--- src/rtl/lc3b_types.sv ---
// Shared LC-3b types: word and cache-line widths plus the memory arbiter state.
// Used by cache_arbiter (optional round-robin via CACHE_ARB_ROUND_ROBIN_EN).
package lc3b_types;

  typedef logic [15:0]  lc3b_word;
  typedef logic [127:0] lc3b_cache_line;

  typedef enum logic [1:0] {
    ARB_IDLE    = 2'd0,
    ARB_SERVE_I = 2'd1,
    ARB_SERVE_D = 2'd2
  } lc3b_arb_state;

  // A client asserting both read and write is treated as a write.
  function automatic logic arb_read_cmd(input logic rd, input logic wr);
    return rd & ~wr;
  endfunction

endpackage

--- src/rtl/cache_arbiter_control.sv ---
// Arbiter FSM and grant selection between the I-cache and D-cache clients.
// CACHE_ARB_ROUND_ROBIN_EN selects round-robin contention; otherwise D-cache wins.
module cache_arbiter_control
  import lc3b_types::*;
(
  input  logic          clk,
  input  logic          rst,
  input  logic          i_req,
  input  logic          d_req,
  input  logic          pmem_resp,
  output lc3b_arb_state state
);

  lc3b_arb_state state_q, state_d;
  lc3b_arb_state contend_state;

`ifdef CACHE_ARB_ROUND_ROBIN_EN
  // 1 means the D-cache held the most recent grant.
  logic last_d_q, last_d_d;

  always_comb begin
    contend_state = last_d_q ? ARB_SERVE_I : ARB_SERVE_D;
  end
`else
  always_comb begin
    contend_state = ARB_SERVE_D;
  end
`endif

  always_comb begin
    state_d = state_q;
    unique case (state_q)
      ARB_IDLE: begin
        if (i_req && d_req) begin
          state_d = contend_state;
        end else if (i_req) begin
          state_d = ARB_SERVE_I;
        end else if (d_req) begin
          state_d = ARB_SERVE_D;
        end
      end
      ARB_SERVE_I, ARB_SERVE_D: begin
        if (pmem_resp) begin
          state_d = ARB_IDLE;
        end
      end
      default: state_d = ARB_IDLE;
    endcase
  end

`ifdef CACHE_ARB_ROUND_ROBIN_EN
  always_comb begin
    last_d_d = last_d_q;
    if (state_q == ARB_IDLE && state_d != ARB_IDLE) begin
      last_d_d = (state_d == ARB_SERVE_D);
    end
  end

  always_ff @(posedge clk or posedge rst) begin
    if (rst) begin
      last_d_q <= 1'b1;
    end else begin
      last_d_q <= last_d_d;
    end
  end
`endif

  always_ff @(posedge clk or posedge rst) begin
    if (rst) begin
      state_q <= ARB_IDLE;
    end else begin
      state_q <= state_d;
    end
  end

  assign state = state_q;

endmodule

--- src/rtl/cache_arbiter.sv ---
// Two-client (I-cache / D-cache) physical memory arbiter: output muxing only.
// Define CACHE_ARB_ROUND_ROBIN_EN for round-robin contention, else D-cache priority.
module cache_arbiter
  import lc3b_types::*;
(
  input  logic           clk,
  input  logic           rst,

  input  logic           i_mem_read,
  input  logic           i_mem_write,
  input  lc3b_word       i_mem_address,
  input  lc3b_cache_line i_mem_wdata,
  output lc3b_cache_line i_mem_rdata,
  output logic           i_mem_resp,

  input  logic           d_mem_read,
  input  logic           d_mem_write,
  input  lc3b_word       d_mem_address,
  input  lc3b_cache_line d_mem_wdata,
  output lc3b_cache_line d_mem_rdata,
  output logic           d_mem_resp,

  output logic           pmem_read,
  output logic           pmem_write,
  output lc3b_word       pmem_address,
  output lc3b_cache_line pmem_wdata,
  input  lc3b_cache_line pmem_rdata,
  input  logic           pmem_resp
);

  lc3b_arb_state state;

  cache_arbiter_control u_control (
    .clk       (clk),
    .rst       (rst),
    .i_req     (i_mem_read | i_mem_write),
    .d_req     (d_mem_read | d_mem_write),
    .pmem_resp (pmem_resp),
    .state     (state)
  );

  // Commands follow the granted client live, so a dropped request is visible downstream.
  always_comb begin
    pmem_read    = 1'b0;
    pmem_write   = 1'b0;
    pmem_address = '0;
    pmem_wdata   = '0;
    i_mem_resp   = 1'b0;
    d_mem_resp   = 1'b0;
    unique case (state)
      ARB_SERVE_I: begin
        pmem_read    = arb_read_cmd(i_mem_read, i_mem_write);
        pmem_write   = i_mem_write;
        pmem_address = i_mem_address;
        pmem_wdata   = i_mem_wdata;
        i_mem_resp   = pmem_resp;
      end
      ARB_SERVE_D: begin
        pmem_read    = arb_read_cmd(d_mem_read, d_mem_write);
        pmem_write   = d_mem_write;
        pmem_address = d_mem_address;
        pmem_wdata   = d_mem_wdata;
        d_mem_resp   = pmem_resp;
      end
      default: begin
      end
    endcase
  end

  assign i_mem_rdata = pmem_rdata;
  assign d_mem_rdata = pmem_rdata;

endmodule

--- config.mk ---
export PLATFORM = sky130hd
export DESIGN_NAME = cache_arbiter
export DESIGN_NICKNAME = d
export VERILOG_FILES = /design/src/rtl/lc3b_types.sv /design/src/rtl/cache_arbiter_control.sv /design/src/rtl/cache_arbiter.sv
export SDC_FILE = /design/constraint.sdc
export NUM_CORES = 1
export LEC_CHECK = 0
export ABC_AREA = 1
export CAP_MARGIN = 20
export CORE_AREA = 2 2 318 320
export CTS_CLUSTER_DIAMETER = 120
export CTS_CLUSTER_SIZE = 10
export DETAILED_ROUTE_END_ITERATION = 7
export DIE_AREA = 0 0 320 322
export SLEW_MARGIN = 10
export SYNTH_ARGS = -nofsm -noshare
export SYNTH_HDL_FRONTEND = slang
export SYNTH_SLANG_ARGS = --single-unit
--- constraint.sdc ---
create_clock -name clk -period 1.7 [get_ports clk]
set_input_delay 0.17 -clock clk [delete_from_list [all_inputs] [get_ports clk]]
set_output_delay 0.17 -clock clk [all_outputs]
set_load 0.02 [all_outputs]
==> flow_summary.ini, run 1 <==
[placed_design]
hpwl_mm = 60.0
place_area_sq_um = 8830
io_buffers = 442
place_inst = 2256
gp_congestion = 0.733
dp_slack_ps = -422

[global_route]
grt_util_met2_pct = 20.0
grt_pass1_wl_mm = 82.2
grt.busiest_layer = met2
grt_pass1_vias = 6314
overflow = 0
met3_usage_pct = 13.2
grt_use_met1_pct = 11.9
grt_antenna_before_repair = 52
track_usage_pct = 13.0
grt_max_degree = 28

[clock_tree]
insertion_delay_ps = 220
path_clk_slew_ps = 30
cts_root_buffer = clkbuf_16
cts.path.max_buffers = 2
ctsHoldBuffers = 0
cts_made_buffers = 3
cts_tree = built
cts_max_level = 1
cts_sinks = 2

[cells_and_area]
largest_register_ffs = 2
design_area_sq_um = 12500
drive_gt1_share_pct = 53.9
finalNonFillerCells = 2338
syn2layout_area_growth_pct = 194
final_util_pct = 12.5
fin_nets = 1463

[power]
netSwitchingFraction_pct = 51.8
peakVddDrop_mv = 0.882
internal_power_mw = 8.55
powerDensity_nw_per_um2 = 1420
p_total_mw = 17.8
p_leak_nw = 4.36
p_comb_share_pct = 97.6
p_sw_mw = 9.20
p_clk_share_pct = 2.0
seqPwrFrac_pct = 0.4

[yosys]
ys_async_sr_fraction_pct = 100
synth-adder-area-share_pct = 0.885
synth.largest_area_cell = buf_4
syn-num-nets = 1194
synth.most_common_cell = nand2_1
ys.flop_type = dfrtp_1
avgSynthCellArea_sq_um = 5.52
synthCells = 768
synth_top_area_share_pct = 46.2
synthMuxAreaShare_pct = 0
synth-seq-cells = 2
ys_top_cells_by_area = buf_4 (46%), nand2_1 (26%), a21oi_1 (17%)
synth_compound_area_share_pct = 17.2
synth_top_family_by_area = buffers and inverters
yosys-top-cells-count = nand2_1 (297), buf_4 (261), a21oi_1 (146)
synth-edff-count = 0
synth_cell_types = 13
ys_warn_count = 0
synthesis.area_sq_um = 4240
synth_xor_area_share_pct = 0
synth-simple-area-share_pct = 27.4
seq_area_frac_synth_pct = 1.18

[worst_setup_path]
r2r-end = u_control.state[0]
criticalPathCategory = flip-flop to output port
required_ps = 1530
path_cells = inv_2 > ha_4 > buf_6 > buf_12 > buf_12 > nand2_2 > a21oi_4 > buf_6
cp_data_arrival_time_ps = 1840
endpoint = pmem_wdata[75]
reg2reg_from = u_control.state[0]
r2r_cells = 8
cp-end-kind = output port
startpoint_type = flip-flop
critPathMaxFanout = 16
crit_start = u_control.state[1]
crit_slowest_cell = dfrtp_1
slowest_delay_ps = 380
rrSetupSlack_ps = 80

[timing]
rsz0062_at_grt = true
relSlewSlack_pct = 74.0
post-route-period-util_pct = 118
tightest_slew_ps = 389
final.setup.worst_slack_ps = -314
finalSetupViolCount = 148
holdWs_ps = 124
maxSlewViolCount = 0
fmax_mhz = 497
hold_violations = 0
tns_ps = -31510
finalClockSkew_ps = 3.36
layout_min_cycle_time_ps = 2010

[detailed_routing]
drc_errors = 0
first_pass_iters = 4
drt_iter0_markers = 180
drtAntennaViolNets = 0
routed_wl_mm = 72.4
via_per_inst = 2.76
avgRoutedWirePerCell_microns = 30.9
vias = 6449

[outcome]
failed_checks = setup timing
status = complete, but fails checks

[floorplan]
num_rows = 116
coreArea_sq_um = 99600
start_util_pct = 4.26
die_area_sq_um = 103000
die_w_microns = 320
die_h_microns = 322
pin_count = 827

[job]
drv_cap = 0

[min_path]
hold_class = primary input to asynchronous set/reset pin
## critical path, delay by kind of cell (launching register included)
kind | cells | cell delay, ps
buffers and inverters | 5 | 740
AO/OA/AOI/OAI | 1 | 220
flip-flops | 1 | 380
AND/OR/NAND/NOR | 1 | 80
adder cells (fa/ha/maj) | 1 | 180
## worst min path at each step
stage	slack (ps)	to	cells after the start
final	120	u_control.state[0]	2
after floorplan	-90	u_control.state[0]	1
after global placement	340	d_mem_rdata[41]	0
after global routing	140	u_control.state[0]	2
after CTS	120	u_control.state[0]	2
after detailed placement	340	d_mem_rdata[41]	0
## power groups by stage
stage	clock [mW]	sequential, mW	combinational (mW)
2_1_floorplan	0	0.0763	4.82
3_3_place_gp	0	0.0739	10.4
3_5_place_dp	0	0.0756	10.5
4_1_cts	0.359	0.0799	14.8
5_1_grt	0.362	0.0811	18.2
6_report	0.351	0.0794	17.3
## layout by cell type (no fill, tap or decap)
master,n
buf_16,15
nand2_2,63
clkdlybuf4s50_1,294
inv_1,2
clkbuf_16,14
nand3_1,3
nand3b_1,2
diode_2,5
nor2_1,3
nand2_8,2
inv_2,4
or2_4,1
buf_4,53
dfrtp_1,2
ha_4,3
a21oi_2,71
buf_6,104
nand2_1,165
inv_12,1
buf_12,75
bufbuf_16,1
buf_8,15
a21oi_1,6
a21oi_4,69
nand2_4,67
## what timing repair did
| action | CTS | global route |
|---|---|---|
| gates cloned | 12 | 12 |
| setup endpoints to repair | 148 | 150 |
| hold endpoints to repair | 0 | 0 |
| gates resized for setup | 492 | 331 |
| pin swaps | 44 | 78 |
| buffers inserted | 40 | 23 |
## cell families after synthesis
logic type	count (synthesis)
AOI/OAI and AO/OA	146
adders and majority gates	3
buffers and inverters	311
DFF	2
and+or+nand+nor	306
## metal layers
layer,part of all wire (%),wire length (microns)
met5,0.65,467
met4,3.0,2190
met3,22,15700
met2,43,31400
met1,31,22600
## layout make-up
class	instances	area [sq um]
clock buffers	3	75.1
fillers	11400	87100
flip-flops and latches	2	50.0
well taps	1298	1620
diodes	5	12.5
inverters	7	38.8
repair buffers	568	6960
multi-input cells	455	3710
Note: power is estimated with default switching activity, not from simulation.
==> inputs of run 2 (changes only) <==
--- a/config.mk
+++ b/config.mk
@@ -7,11 +7,12 @@
 export LEC_CHECK = 0
 export ABC_AREA = 1
 export CAP_MARGIN = 20
-export CORE_AREA = 2 2 318 320
+export CORE_AREA = 2 2 326 328
 export CTS_CLUSTER_DIAMETER = 120
 export CTS_CLUSTER_SIZE = 10
 export DETAILED_ROUTE_END_ITERATION = 7
-export DIE_AREA = 0 0 320 322
+export DIE_AREA = 0 0 328 330
+export DONT_BUFFER_PORTS = 1
 export SLEW_MARGIN = 10
 export SYNTH_ARGS = -nofsm -noshare
 export SYNTH_HDL_FRONTEND = slang
==> flow_summary.ini, run 2 (synthesis gave the netlist of run 1 again) <==
[worst_setup_path]
critPathMaxFanout = 33
cp-end-kind = output port
slowest_delay_ps = 350
rrSetupSlack_ps = 30
path_delay_family = buffers and inverters
path_buf_inv = 5
reg2reg_from = u_control.state[1]
r2r-end = u_control.state[0]
required_ps = 1530
startpoint_type = flip-flop
crit_slowest_cell = dfrtp_1
criticalPathCategory = flip-flop to output port
path_cells = inv_2 > buf_4 > ha_4 > inv_8 > buf_16 > a21oi_1 > buf_6
r2r_cells = 9
cp_data_arrival_time_ps = 1740

[timing]
tns_ps = -20350
fmax_mhz = 525
hold_violations = 0
maxSlewViolCount = 0
finalClockSkew_ps = 0.938
rsz0062_at_grt = true
tightest_slew_ps = 276
relSlewSlack_pct = 81.6
holdWs_ps = 206
final.setup.worst_slack_ps = -205
finalSetupViolCount = 146
layout_min_cycle_time_ps = 1910
post-route-period-util_pct = 112

[cells_and_area]
final_cell_mix = nand2_1 (277), buf_6 (80), buf_4 (79), a21oi_2 (78), a21oi_1 (59)
multiInputGateArea_sq_um = 2430
regArea_sq_um = 50.0
drive_gt1_share_pct = 47.1
largest_register_ffs = 2
final_util_pct = 6.29
fillers = 12400
layout_commonest_cell = nand2_1
syn2layout_area_growth_pct = 55.1
design_area_sq_um = 6580
finalNonFillerCells = 2064
fin_nets = 1088

[placed_design]
place_area_sq_um = 5340
hpwl_mm = 66.9
io_buffers = 0
place_inst = 2031
gp_congestion = 0.744
dp_slack_ps = 10.3

[global_route]
grt.busiest_layer = met2
grt_util_met2_pct = 18.3
track_usage_pct = 12.8
grt_pass1_wl_mm = 84.5
grt_pass1_vias = 5128
grt_max_degree = 41
overflow = 0
grt_antenna_before_repair = 46
met3_usage_pct = 15.0
grt_use_met1_pct = 12.3

[clock_tree]
path_clk_slew_ps = 30
cts_made_buffers = 3
cts_sinks = 2
cts.path.max_buffers = 2
insertion_delay_ps = 230
cts_max_level = 1
cts_root_buffer = clkbuf_16
cts_tree = built

[outcome]
failed_checks = setup timing
status = complete, but fails checks

[power]
p_leak_nw = 1.91
p_total_mw = 10.7
peakVddDrop_mv = 0.614
powerDensity_nw_per_um2 = 1630

[detailed_routing]
drt_iter0_markers = 177
drc_errors = 0
drtAntennaViolNets = 0
first_pass_iters = 4
routed_wl_mm = 73.4
via_per_inst = 2.37
avgRoutedWirePerCell_microns = 35.5
vias = 4887

[floorplan]
die_w_microns = 328
die_area_sq_um = 108000
die_h_microns = 330
coreArea_sq_um = 105000
num_rows = 119
start_util_pct = 4.05
pin_count = 827

[job]
drv_cap = 0

[min_path]
hold_path.startpoint = pmem_resp
hold_depth = 3
holdPathEnd = u_control.state[1]
hold_class = primary input to flip-flop
==> run 2: final cells by class <==
| type | count | area share (%) |
|---|---|---|
| Clock buffer | 3 | 1.14 |
| Inverter | 7 | 0.513 |
| Multi-Input combinational cell | 455 | 36.9 |
| Sequential cell | 2 | 0.760 |
| Timing Repair Buffer | 193 | 33.8 |
| Antenna cell | 13 | 0.494 |
| Tap cell | 1391 | 26.4 |
==> run 2: how the worst max path moves through the flow <==
stage | startpoint | end | slack [ps] | depth (start not counted)
global route | u_control.state[1] | pmem_wdata[75] | -240 | 7
CTS | u_control.state[0] | pmem_wdata[72] | -210 | 8
global placement | u_control.state[0] | pmem_wdata[45] | 90 | 6
floorplan | u_control.state[0] | pmem_address[0] | 160 | 6
detailed placement | u_control.state[0] | pmem_wdata[18] | 10 | 6
finish | u_control.state[1] | pmem_wdata[75] | -210 | 7
==> run 2: layer usage <==
| layer | share of wire (%) | wire (microns) | up-vias |
|---|---|---|---|
| li1 | - | - | 1956 |
| met1 | 33 | 24200 | 2131 |
| met2 | 40 | 29700 | 665 |
| met3 | 25 | 18400 | 89 |
| met4 | 1.1 | 780 | 46 |
| met5 | 0.42 | 307 | - |
==> run 2: worst reg2reg max path, stage by stage, from the launching register on <==
cell and delay, ps:
dfrtp_1 350, inv_2 60, buf_4 130, ha_4 290, inv_8 60, buf_12 190, or2_2 330, nand2_1 90
nand2_1 50, nand2_1 60
==> run 2: report_power, final <==
group / switching (mW) / leakage (nW) / internal (mW) / total, mW
combinational: 6.59 / 1.85 / 3.65 / 10.2
sequential: 0.0125 / 0.0258 / 0.0656 / 0.0780
clock: 0.0693 / 0.0371 / 0.301 / 0.370
==> run 2: repair_timing <==
item / in CTS / in global routing
gates cloned: 5 / 5
buffers inserted: 8 / 1
setup endpoints to repair: 147 / 150
endpoints found under the hold margin: 2 / 0
hold buffers: 1 / 0
resized for setup: 115 / 105
pin swaps: 29 / 18
==> inputs of run 3 (changes only) <==
--- a/config.mk
+++ b/config.mk
@@ -13,6 +13,7 @@
 export DETAILED_ROUTE_END_ITERATION = 7
 export DIE_AREA = 0 0 328 330
 export DONT_BUFFER_PORTS = 1
+export SKIP_CTS_REPAIR_TIMING = 1
 export SLEW_MARGIN = 10
 export SYNTH_ARGS = -nofsm -noshare
 export SYNTH_HDL_FRONTEND = slang
==> constraint.sdc (replaced) <==
create_clock -name clk -period 1.6 [get_ports clk]
set_input_delay 0.16 -clock clk [delete_from_list [all_inputs] [get_ports clk]]
set_output_delay 0.16 -clock clk [all_outputs]
set_load 0.02 [all_outputs]
==> flow_summary.ini, run 3 (synthesis gave the netlist of run 1 again) <==
[floorplan]
pin_count = 827
coreArea_sq_um = 105000
die_w_microns = 328
die_h_microns = 330
start_util_pct = 4.05
num_rows = 119
die_area_sq_um = 108000

[timing]
relSlewSlack_pct = 85.6
fmax_mhz = 537
final.setup.worst_slack_ps = -262
maxSlewViolCount = 0
finalSetupViolCount = 148
layout_min_cycle_time_ps = 1860
hold_violations = 0
holdWs_ps = 212
tns_ps = -30560
rsz0062_at_grt = true
post-route-period-util_pct = 116
tightest_slew_ps = 216
finalClockSkew_ps = 0.176

[cells_and_area]
layout_commonest_cell = nand2_1
fin_nets = 1095
syn2layout_area_growth_pct = 50.4
final_cell_mix = nand2_1 (279), buf_4 (115), a21oi_1 (98), buf_6 (50), a21oi_2 (42)
drive_gt1_share_pct = 41.5
design_area_sq_um = 6380
largest_register_ffs = 2
final_util_pct = 6.10

[power]
p_sw_mw = 7.25
internal_power_mw = 4.51
p_leak_nw = 1.96
seqPwrFrac_pct = 0.7
powerDensity_nw_per_um2 = 1840
p_comb_share_pct = 96.0
p_clk_share_pct = 3.3
netSwitchingFraction_pct = 61.6
peakVddDrop_mv = 0.511

[worst_setup_path]
slowest_delay_ps = 380
path_common_cell = buf_12
r2r_cells = 6
criticalPathCategory = flip-flop to output port
path_cells = inv_2 > ha_4 > buf_12 > buf_12 > nand2_1 > a21oi_1 > buf_4
critPathMaxFanout = 15
cp-end-kind = output port
reg2reg_from = u_control.state[0]
cp_num_cells = 7
cp_data_arrival_time_ps = 1700
crit_slowest_cell = dfrtp_1
path_buf_inv = 4
endpoint = pmem_wdata[47]
path_delay_family = buffers and inverters
rrSetupSlack_ps = 140
startpoint_type = flip-flop
r2r-end = u_control.state[0]
required_ps = 1440
crit_start = u_control.state[1]

[detailed_routing]
vias = 4894
avgRoutedWirePerCell_microns = 36.1
routed_wl_mm = 74.7
drtAntennaViolNets = 0
drt_iter0_markers = 177
drc_errors = 0
via_per_inst = 2.36
first_pass_iters = 5

[placed_design]
gp_congestion = 0.744
hpwl_mm = 67.0
io_buffers = 0
place_area_sq_um = 5340

[clock_tree]
cts_root_buffer = clkbuf_16
cts_max_level = 1
cts_made_buffers = 3
cts_sinks = 2
insertion_delay_ps = 230
path_clk_slew_ps = 30
cts.path.max_buffers = 2
cts_tree = built

[global_route]
grt_pass1_wl_mm = 82.0
overflow = 0
grt_use_met1_pct = 11.7
grt_util_met2_pct = 17.6
grt.busiest_layer = met2
grt_antenna_before_repair = 46
met3_usage_pct = 15.4
grt_max_degree = 41
track_usage_pct = 12.4
grt_pass1_vias = 4919

[job]
drv_cap = 0

[outcome]
status = complete, but fails checks
failed_checks = setup timing

[min_path]
hold_class = primary input to flip-flop
run 3: final cells by class:
class                   instances  area (sq um)
inverters                       7          33.8
diodes                         12          30.0
multi-input cells             455          2290
clock buffers                   3          75.1
fillers                     12400         98300
well taps                    1391          1740
repair buffers                200          2160
flip-flops and latches          2          50.0
run 3: worst min-delay path by stage:
stage,end,from,cells past startpoint
floorplan,u_control.state[0],rst,1
global placement,u_control.state[0],rst,1
detailed placement,u_control.state[1],rst,1
CTS,u_control.state[0],rst,1
global route,u_control.state[1],pmem_resp,3
finish,u_control.state[1],pmem_resp,3
run 3: worst min-delay path, cell delays in order:
cell	delay [ps]
or2_2	110
nand3_1	60
nand2_1	60
run 3: power groups by stage:
stage,clock [mW],sequential [mW],combinational [mW]
2_1_floorplan,0,0.0811,5.12
3_3_place_gp,0,0.0785,9.62
3_5_place_dp,0,0.0784,9.68
4_1_cts,0.386,0.0781,9.71
5_1_grt,0.387,0.0846,12.1
6_report,0.387,0.0840,11.3
run 3: layer usage:
| layer | wire [microns] | share of wire, % |
|---|---|---|
| met1 | 24500 | 33 |
| met2 | 30600 | 41 |
| met3 | 18400 | 25 |
| met4 | 836 | 1.1 |
| met5 | 333 | 0.45 |
run 3: metrics by stage:
stage / worst slack, ps / power [mW] / cells
floorplan: 72.2 / 5.20 / 768
global placement: -29.2 / 9.70 / 2031
detailed placement: -95.8 / 9.75 / 2031
CTS: -342 / 10.2 / 2034
global route: -336 / 12.6 / 2058
finish: -262 / 11.8 / 2070
